File: src/rtl/rv32i_types.sv
// rtl/rv32i_types.sv - shared RV32I pipeline types for the stall/flush controller
package rv32i_types;

    typedef enum logic {
        INIT,
        RUN
    } pipe_ctrl_state_t;

    typedef struct packed {
        logic load;
        logic flush;
    } stage_ctrl_t;

    localparam stage_ctrl_t STAGE_HOLD   = '{load: 1'b0, flush: 1'b0};
    localparam stage_ctrl_t STAGE_LOAD   = '{load: 1'b1, flush: 1'b0};
    localparam stage_ctrl_t STAGE_BUBBLE = '{load: 1'b0, flush: 1'b1};

endpackage

File: src/rtl/sat_counter.sv
// rtl/sat_counter.sv - up counter that sticks at its all-ones value
module sat_counter #(
    parameter int W = 32
) (
    input  logic         clk_i,
    input  logic         rst_ni,
    input  logic         inc,
    output logic [W-1:0] cnt
);

    always_ff @(posedge clk_i or negedge rst_ni) begin
        if (!rst_ni) begin
            cnt <= '0;
        end else if (inc && (cnt != {W{1'b1}})) begin
            cnt <= cnt + W'(1);
        end
    end

endmodule

File: src/rtl/pipeline_ctrl.sv
// rtl/pipeline_ctrl.sv - stall/flush controller for the 5-stage RV32I pipeline
module pipeline_ctrl
    import rv32i_types::*;
#(
    parameter int INIT_CYCLES = 2,
    parameter int CNT_W       = 32
) (
    input  logic             clk_i,
    input  logic             rst_ni,
    input  logic             imem_busy_i,
    input  logic             dmem_busy_i,
    input  logic [4:0]       id_rs1_i,
    input  logic [4:0]       id_rs2_i,
    input  logic             id_uses_rs1_i,
    input  logic             id_uses_rs2_i,
    input  logic [4:0]       ex_rd_i,
    input  logic             ex_is_load_i,
    input  logic             ex_redirect_i,
    output logic             pc_load_o,
    output logic             if_id_load_o,
    output logic             if_id_flush_o,
    output logic             id_ex_load_o,
    output logic             id_ex_flush_o,
    output logic             ex_mem_load_o,
    output logic             ex_mem_flush_o,
    output logic             mem_wb_load_o,
    output logic             mem_wb_flush_o,
    output logic [CNT_W-1:0] stall_cnt_o,
    output logic [CNT_W-1:0] flush_cnt_o
);

    pipe_ctrl_state_t state;
    logic [3:0]       init_cnt;
    logic             kill_q;
    logic             kill_d;
    logic             load_use;
    logic             pc_load;
    logic             flush_inc;
    logic             stall_inc;
    stage_ctrl_t      if_id, id_ex, ex_mem, mem_wb;

    assign load_use = ex_is_load_i && (ex_rd_i != 5'd0) &&
                      ((id_uses_rs1_i && (id_rs1_i == ex_rd_i)) ||
                       (id_uses_rs2_i && (id_rs2_i == ex_rd_i)));

    always_comb begin
        pc_load   = 1'b0;
        if_id     = STAGE_BUBBLE;
        id_ex     = STAGE_BUBBLE;
        ex_mem    = STAGE_BUBBLE;
        mem_wb    = STAGE_BUBBLE;
        kill_d    = kill_q;
        flush_inc = 1'b0;
        if (state == RUN) begin
            if (dmem_busy_i) begin
                // Freeze everything up to MEM; the redirect waits in the held EX stage
                if_id  = STAGE_HOLD;
                id_ex  = STAGE_HOLD;
                ex_mem = STAGE_HOLD;
            end else if (ex_redirect_i) begin
                pc_load   = 1'b1;
                ex_mem    = STAGE_LOAD;
                mem_wb    = STAGE_LOAD;
                flush_inc = 1'b1;
                if (imem_busy_i) begin
                    kill_d = 1'b1;
                end
            end else if (kill_q && !imem_busy_i) begin
                id_ex  = STAGE_LOAD;
                ex_mem = STAGE_LOAD;
                mem_wb = STAGE_LOAD;
                kill_d = 1'b0;
            end else if (load_use) begin
                if_id  = STAGE_HOLD;
                ex_mem = STAGE_LOAD;
                mem_wb = STAGE_LOAD;
            end else if (imem_busy_i) begin
                id_ex  = STAGE_LOAD;
                ex_mem = STAGE_LOAD;
                mem_wb = STAGE_LOAD;
            end else begin
                pc_load = 1'b1;
                if_id   = STAGE_LOAD;
                id_ex   = STAGE_LOAD;
                ex_mem  = STAGE_LOAD;
                mem_wb  = STAGE_LOAD;
            end
        end
    end

    assign stall_inc = (state == RUN) && !pc_load;

    always_ff @(posedge clk_i or negedge rst_ni) begin
        if (!rst_ni) begin
            state    <= INIT;
            init_cnt <= 4'd0;
            kill_q   <= 1'b0;
        end else begin
            kill_q <= kill_d;
            if (state == INIT) begin
                init_cnt <= init_cnt + 4'd1;
                if (init_cnt == 4'(INIT_CYCLES - 1)) begin
                    state <= RUN;
                end
            end
        end
    end

    sat_counter #(.W(CNT_W)) u_stall_cnt (
        .clk_i  (clk_i),
        .rst_ni (rst_ni),
        .inc    (stall_inc),
        .cnt    (stall_cnt_o)
    );

    sat_counter #(.W(CNT_W)) u_flush_cnt (
        .clk_i  (clk_i),
        .rst_ni (rst_ni),
        .inc    (flush_inc),
        .cnt    (flush_cnt_o)
    );

    assign pc_load_o      = pc_load;
    assign if_id_load_o   = if_id.load;
    assign if_id_flush_o  = if_id.flush;
    assign id_ex_load_o   = id_ex.load;
    assign id_ex_flush_o  = id_ex.flush;
    assign ex_mem_load_o  = ex_mem.load;
    assign ex_mem_flush_o = ex_mem.flush;
    assign mem_wb_load_o  = mem_wb.load;
    assign mem_wb_flush_o = mem_wb.flush;

endmodule
File: config.mk
export PLATFORM = sky130hd
export DESIGN_NAME = pipeline_ctrl
export DESIGN_NICKNAME = d
export VERILOG_FILES = /design/src/rtl/rv32i_types.sv /design/src/rtl/sat_counter.sv /design/src/rtl/pipeline_ctrl.sv
export SDC_FILE = /design/constraint.sdc
export NUM_CORES = 1
export LEC_CHECK = 0
export CORE_MARGIN = 2
export CORE_UTILIZATION = 32
export CTS_BUF_LIST = sky130_fd_sc_hd__clkbuf_2
export DETAILED_ROUTE_END_ITERATION = 8
export GPL_TIMING_DRIVEN = 0
export HOLD_SLACK_MARGIN = 0.02
export PLACE_DENSITY_LB_ADDON = 0.05
export SYNTH_ARGS = -nofsm -noshare
export SYNTH_HDL_FRONTEND = slang
export SYNTH_SLANG_ARGS = --single-unit
File: constraint.sdc
create_clock -name clk_i -period 2.68 [get_ports clk_i]
set_input_delay 0.536 -clock clk_i [delete_from_list [all_inputs] [get_ports clk_i]]
set_output_delay 0.536 -clock clk_i [all_outputs]
set_load 0.02 [all_outputs]
==> results of run 1 <==
routing by layer:
layer  up-vias  global-route usage  wire length, µm
li1       1500                   -                -
met1      1525               0.228             4560
met2        68               0.246             4260
met3         9              0.0370              513
met4         0              0.0402               76
met5         -                   0                0
sequential cells by signal (all words and copies together), names as in the netlist:
register         cells
u_stall_cnt.cnt     32
init_cnt             4
u_flush_cnt.cnt     32
state                1
kill_q               1
report_power, final:
group	leakage, nW	internal (mW)	switching (mW)
Sequential	0.918	1.16	0.152
Clock	0.0785	0.311	0.401
Combinational	1.28	0.347	0.396
layout by cell type, fill, tap and decap left out, drive strengths merged, types with 2 or more instances in the layout:
cell            n
and3            5
nand3          26
buf            27
a311o           2
dlygate4sd2     3
or3             2
nand2          37
dfrtp          70
bufinv          2
dlymetal6s2s    9
or4             3
nor3           16
and2            2
clkinvlp        2
nor2           25
a21oi           2
xnor2          43
xor2           30
mux2            4
inv            13
nand4          25
clkdlybuf4s15   2
clkdlybuf4s50  73
o21ai           7
and4            3
ha              4
clkbuf         16
clkinv          2
nor4b           3
nor4           14
area by class of cell:
type | count | area [µm²] | area share
multi-input cells | 265 | 1870 | 0.363
inverters | 12 | 45.0 | 0.00874
clock inverters | 7 | 97.6 | 0.0189
flip-flops and latches | 70 | 1750 | 0.340
clock buffers | 9 | 45.0 | 0.00874
repair buffers | 112 | 1100 | 0.213
plain buffers | 10 | 68.8 | 0.0134
well taps | 140 | 175 | 0.0340
through the flow:
step / hold WS (ns) / area [µm²] / setup WS [ns] / util
CTS: 0.374 / 4980 / 0.00544 / 0.456
global route: 0.370 / 5150 / 0.00431 / 0.471
detailed placement: 0.443 / 4740 / -0.993 / 0.434
finish: 0.429 / 5150 / 0.0822 / 0.471
global placement: 0.465 / 4720 / -1.61 / 0.432
floorplan: 0.240 / 3600 / 0.208 / -
how the worst min path moves through the flow:
stage,end,cells past startpoint
after floorplan,init_cnt[0]$_DFFE_PN0N_,0
after global placement,init_cnt[3]$_DFFE_PN0N_,1
after detailed placement,u_stall_cnt.cnt[12]$_DFFE_PN0P_,1
after CTS,u_stall_cnt.cnt[12]$_DFFE_PN0P_,2
after global routing,u_stall_cnt.cnt[12]$_DFFE_PN0P_,2
final,u_stall_cnt.cnt[12]$_DFFE_PN0P_,2
kinds of logic after synthesis:
kind of cell | Yosys count | synth area share
XOR/XNOR | 73 | 0.177
AO/OA/AOI/OAI | 18 | 0.0347
flip-flops | 70 | 0.486
multiplexers | 4 | 0.0125
buffers and inverters | 22 | 0.0264
adder cells (fa/ha/maj) | 4 | 0.0139
AND/OR/NAND/NOR | 166 | 0.249
worst max-delay path, delay by kind of cell:
kind                      cells  cell delay, ns
AOI/OAI and AO/OA             2            0.46
buffers and inverters         2            0.60
xor gates and xnor gates      1            0.12
and+or+nand+nor               3            0.34
timing repair:
item                       in CTS  in global routing
resized for setup              49                 34
hold buffers                    1                  0
setup endpoints to repair      27                 40
hold endpoints to repair       19                  0
pin swaps                       7                 12
buffers inserted                8                  8
==> impl_metrics.tcl, run 1 <==
set metrics [dict create \
    r2r_end "u_stall_cnt.cnt[28]$_DFFE_PN0P_" \
    yosysWarnings 0 \
    critPathMaxStageDelay_ns 0.47 \
    drv_cap 0 \
    htree_levels 3 \
    min_period_over_period 0.969 \
    areaGrowthSynthToFinish_pct 43.0 \
    io_buffers 94 \
    fin_nets 507 \
    clock-sinks 70 \
    period_minus_slack_ns 2.60 \
    io-pin-count 96 \
    place_hpwl_um 6650 \
    timing.fmax_mhz 385 \
    ys_async_sr_fraction 1.00 \
    postRouteAntennaNets 0 \
    syn_nets 384 \
    grt_pass1_vias 2956 \
    path_clk_slew_ns 0.23 \
    syn_area_per_cell_um2 10.1 \
    ys_top_cells_by_area "dfrtp_1, xnor2_1, xor2_1" \
    cp_max_fo 4 \
    critPathSlowestCell "clkdlybuf4s50_1" \
    synth_largest_area_cell "dfrtp_1" \
    fin_cells 625 \
    rsz0062_at_grt "no" \
    grt-ovfl-total 0 \
    crit_end "if_id_flush_o" \
    dieArea_um2 12100 \
    place.gp.congestion 0.777 \
    n_antenna_cell 0 \
    worstPathCellList "clkdlybuf4s50_1, xnor2_1, nand2_1, o22a_1, nor2_4, a311o_1, nand2_1, buf_6" \
    netlist_instances 357 \
    synth-edff-count 0 \
    drv_slew 0 \
    yosysSeqAreaShare 0.486 \
    vias_per_cell 4.96 \
    synth_ff_type "dfrtp_1" \
    syn-cell-area_um2 3600 \
    numCtsBuffers 9 \
    root_buffer "clkbuf_2" \
    finalHoldViolations 0 \
    initial_core_util 0.330 \
    synth.top_cell.area_share 0.486 \
    clock_path_buffers 2 \
    dr.pass1.iters 4 \
    criticalPathCategory "in -> out" \
    drc 0 \
    worst_pin_slew_ns 0.606 \
    grt_max_degree 52 \
    setup_violations 0 \
    synth.most_common_cell "dfrtp_1" \
    synth-seq-cells 70 \
    startpoint_type "input pin" \
    dr.first_iter.drc_count 182 \
    status "completed" \
    end_kind "output port" \
    vias 3102 \
    p_per_area_nw_per_um2 537 \
    post_synth_num_cell_types 41 \
    setup_tns_ns 0 \
    dp_cells 592 \
    fillers 1063 \
    hold_path_class "in -> async" \
    r2r-start "u_stall_cnt.cnt[2]$_DFFE_PN0P_" \
    die_h_um 110 \
    skew_ns 0.0356 \
    max_slew_margin 0.594 \
    finalWirelength_um 9410 \
    reg2reg_slack_ns 0.22 \
    grt_pass1_wl_um 15100 \
    power_leakage_nw 2.28 \
    synthTopCellsByCount "dfrtp_1, xnor2_1, nand2_1" \
    reg2reg_depth 7 \
    core_area_um2 10900 \
    insertion_delay_ns 0.49 \
    track_usage 0.160 \
    wire_per_inst_um 15.1 \
    fp-row-count 38 \
    cp_common_cell "nand2_1" \
    chipWidth_um 110 \
    peakVddDrop_mv 0.515 \
    required_ns 2.14 \
    cts_tree "done" \
    crit_arrival_ns 2.06 \
    drive_above_1_share 0.157 \
    antenna_found_initial 0 \
    critPathLaunch "id_rs1_i[0]" \
    power_mw 2.76 \
]
No activity file was read; power rests on OpenSTA's default activity.
==> run 2: changes to the inputs <==
--- a/config.mk
+++ b/config.mk
@@ -6,7 +6,7 @@
 export NUM_CORES = 1
 export LEC_CHECK = 0
 export CORE_MARGIN = 2
-export CORE_UTILIZATION = 32
+export CORE_UTILIZATION = 40
 export CTS_BUF_LIST = sky130_fd_sc_hd__clkbuf_2
 export DETAILED_ROUTE_END_ITERATION = 8
 export GPL_TIMING_DRIVEN = 0
==> constraint.sdc (replaced) <==
create_clock -name clk_i -period 2.15 [get_ports clk_i]
set_input_delay 0.43 -clock clk_i [delete_from_list [all_inputs] [get_ports clk_i]]
set_output_delay 0.43 -clock clk_i [all_outputs]
set_load 0.02 [all_outputs]
==> run 2 against run 1 <==
The run now ends with setup timing left. Core utilization increased by 15 points. Combinational power increased by 40%. Wire length increased by 1.4%. Global-route usage increased by 3.5 points. Clock power increased by 6.7%. Register-to-register slack got worse by 0.37 ns. Via count increased by 3.7%. Clock skew decreased by 0.014 ns. Final cell count decreased by 2.1%.
==> impl_metrics.tcl, run 2 (synthesis results as in run 1) <==
set metrics [dict create \
    io_buffers 94 \
    fin_util 0.626 \
    skew_ns 0.0220 \
    power_mw 3.44 \
    multi_input_area_um2 2060 \
    hold_path_class "in -> async" \
    min_period_over_period 1.09 \
    grt_pass1_vias 3141 \
    timing.fmax_mhz 425 \
    fillers 744 \
    seqCellArea_um2 1780 \
    path_clk_slew_ns 0.20 \
    chipWidth_um 98.9 \
    required_ns 1.72 \
    fin_cells 612 \
    areaGrowthSynthToFinish_pct 51.4 \
    grt_max_degree 57 \
    critPathMaxStageDelay_ns 0.52 \
    clock_path_buffers 2 \
    fin_nets 526 \
    cp_max_fo 2 \
    finalHoldViolations 0 \
    cts_tree "done" \
    initial_core_util 0.413 \
    max_slew_margin 0.543 \
    dr.first_iter.drc_count 123 \
    track_usage 0.195 \
    n_antenna_cell 0 \
    vias 3218 \
    rsz0062_at_grt "yes" \
    worstPathCellList "nor2b_4, buf_6, inv_4, or4_4, nor2_4, buf_6" \
    layout_common_cells "clkdlybuf4s50_1, dfrtp_1, xnor2_1, nand2_1, buf_4" \
    numCtsBuffers 9 \
    power_leakage_nw 2.43 \
    setup_tns_ns -1.25 \
    criticalPathCategory "reg -> out" \
    wire_per_inst_um 15.6 \
    insertion_delay_ns 0.51 \
    dieArea_um2 9780 \
    cp_common_cell "buf_6" \
    violations "setup timing" \
    io-pin-count 96 \
    vias_per_cell 5.26 \
    period_minus_slack_ns 2.35 \
    worst_slack_ns -0.202 \
    grt_pass1_wl_um 15300 \
    critPathSlowestCell "or4_4" \
    root_buffer "clkbuf_2" \
    finalWirelength_um 9550 \
    drc 0 \
    antenna_found_initial 0 \
    status "finished, violations left" \
    place.gp.congestion 0.824 \
    dr.pass1.iters 4 \
    p_per_area_nw_per_um2 631 \
    grt-ovfl-total 0 \
    drv_cap 0 \
    clock-sinks 70 \
    drv_slew 0 \
    drive_above_1_share 0.300 \
    dp_cells 560 \
    crit_arrival_ns 1.92 \
    startpoint_type "flop" \
    setup_violations 13 \
    peakVddDrop_mv 0.534 \
    postRouteAntennaNets 0 \
    htree_levels 3 \
    end_kind "output port" \
    core_area_um2 8720 \
    dp_slack_ns -1.18 \
    layout_commonest_cell "clkdlybuf4s50_1" \
    die_h_um 98.9 \
    reg_top3 "u_flush_cnt.cnt: 32 flops, u_stall_cnt.cnt: 32 flops, init_cnt: 4 flops" \
    place_hpwl_um 6280 \
    worst_pin_slew_ns 0.686 \
    fp-row-count 34 \
]
run 2: report_power, final:
part	total [mW]	internal (mW)	switching, mW
combinational	1.04	0.495	0.547
clock	0.761	0.279	0.481
sequential	1.64	1.46	0.180
total	3.44	2.23	1.21
run 2: per-layer routing:
layer	track usage	wire length, µm	vias to the layer above
li1	-	-	1537
met1	0.269	4390	1583
met2	0.307	4580	87
met3	0.0383	447	11
met4	0.0674	127	0
met5	0	0	-
run 2: through the flow:
| stage | hold WS (ns) | area [µm²] |
|---|---|---|
| 2_1_floorplan | 0.134 | 3650 |
| 3_3_place_gp | 0.462 | 4730 |
| 3_5_place_dp | 0.307 | 4760 |
| 4_1_cts | 0.248 | 5270 |
| 5_1_grt | 0.253 | 5460 |
| 6_report | 0.293 | 5460 |
run 2: area by class of cell:
class / count / share of cell area
repair buffers: 134 / 0.231
flip-flops and latches: 70 / 0.326
multi-input cells: 265 / 0.378
inverters: 12 / 0.00872
clock inverters: 4 / 0.00872
well taps: 108 / 0.0248
plain buffers: 7 / 0.0112
clock buffers: 12 / 0.0110
run 2: worst max-delay path, delay by kind of cell (launching register included):
family        cells  cell delay [ns]
flops             1             0.39
buf+inv           3             0.26
simple gates      3             0.76
run 2: timing repair:
item / in CTS / in global routing
buffers inserted: 26 / 14
hold endpoints to repair: 14 / 0
pin swaps: 38 / 24
cloned: 1 / 0
endpoints found under the setup margin: 62 / 70
resized for setup: 141 / 54
hold buffers: 1 / 0
run 2: final timing paths:
check	startpoint	end	slack, ns	cells past startpoint
min in group clk_i	ex_redirect_i	kill_q$_DFFE_PN0P_	0.42	3
min reg2reg	u_stall_cnt.cnt[8]$_DFFE_PN0P_	u_stall_cnt.cnt[8]$_DFFE_PN0P_	0.49	1
min	rst_ni	u_stall_cnt.cnt[13]$_DFFE_PN0P_	0.29	2
max	state$_DFF_PN0_	if_id_load_o	-0.20	6
max reg2reg	u_stall_cnt.cnt[1]$_DFFE_PN0P_	u_stall_cnt.cnt[28]$_DFFE_PN0P_	-0.15	7
max in group asynchronous	rst_ni	u_stall_cnt.cnt[0]$_DFFE_PN0P_	1.29	3
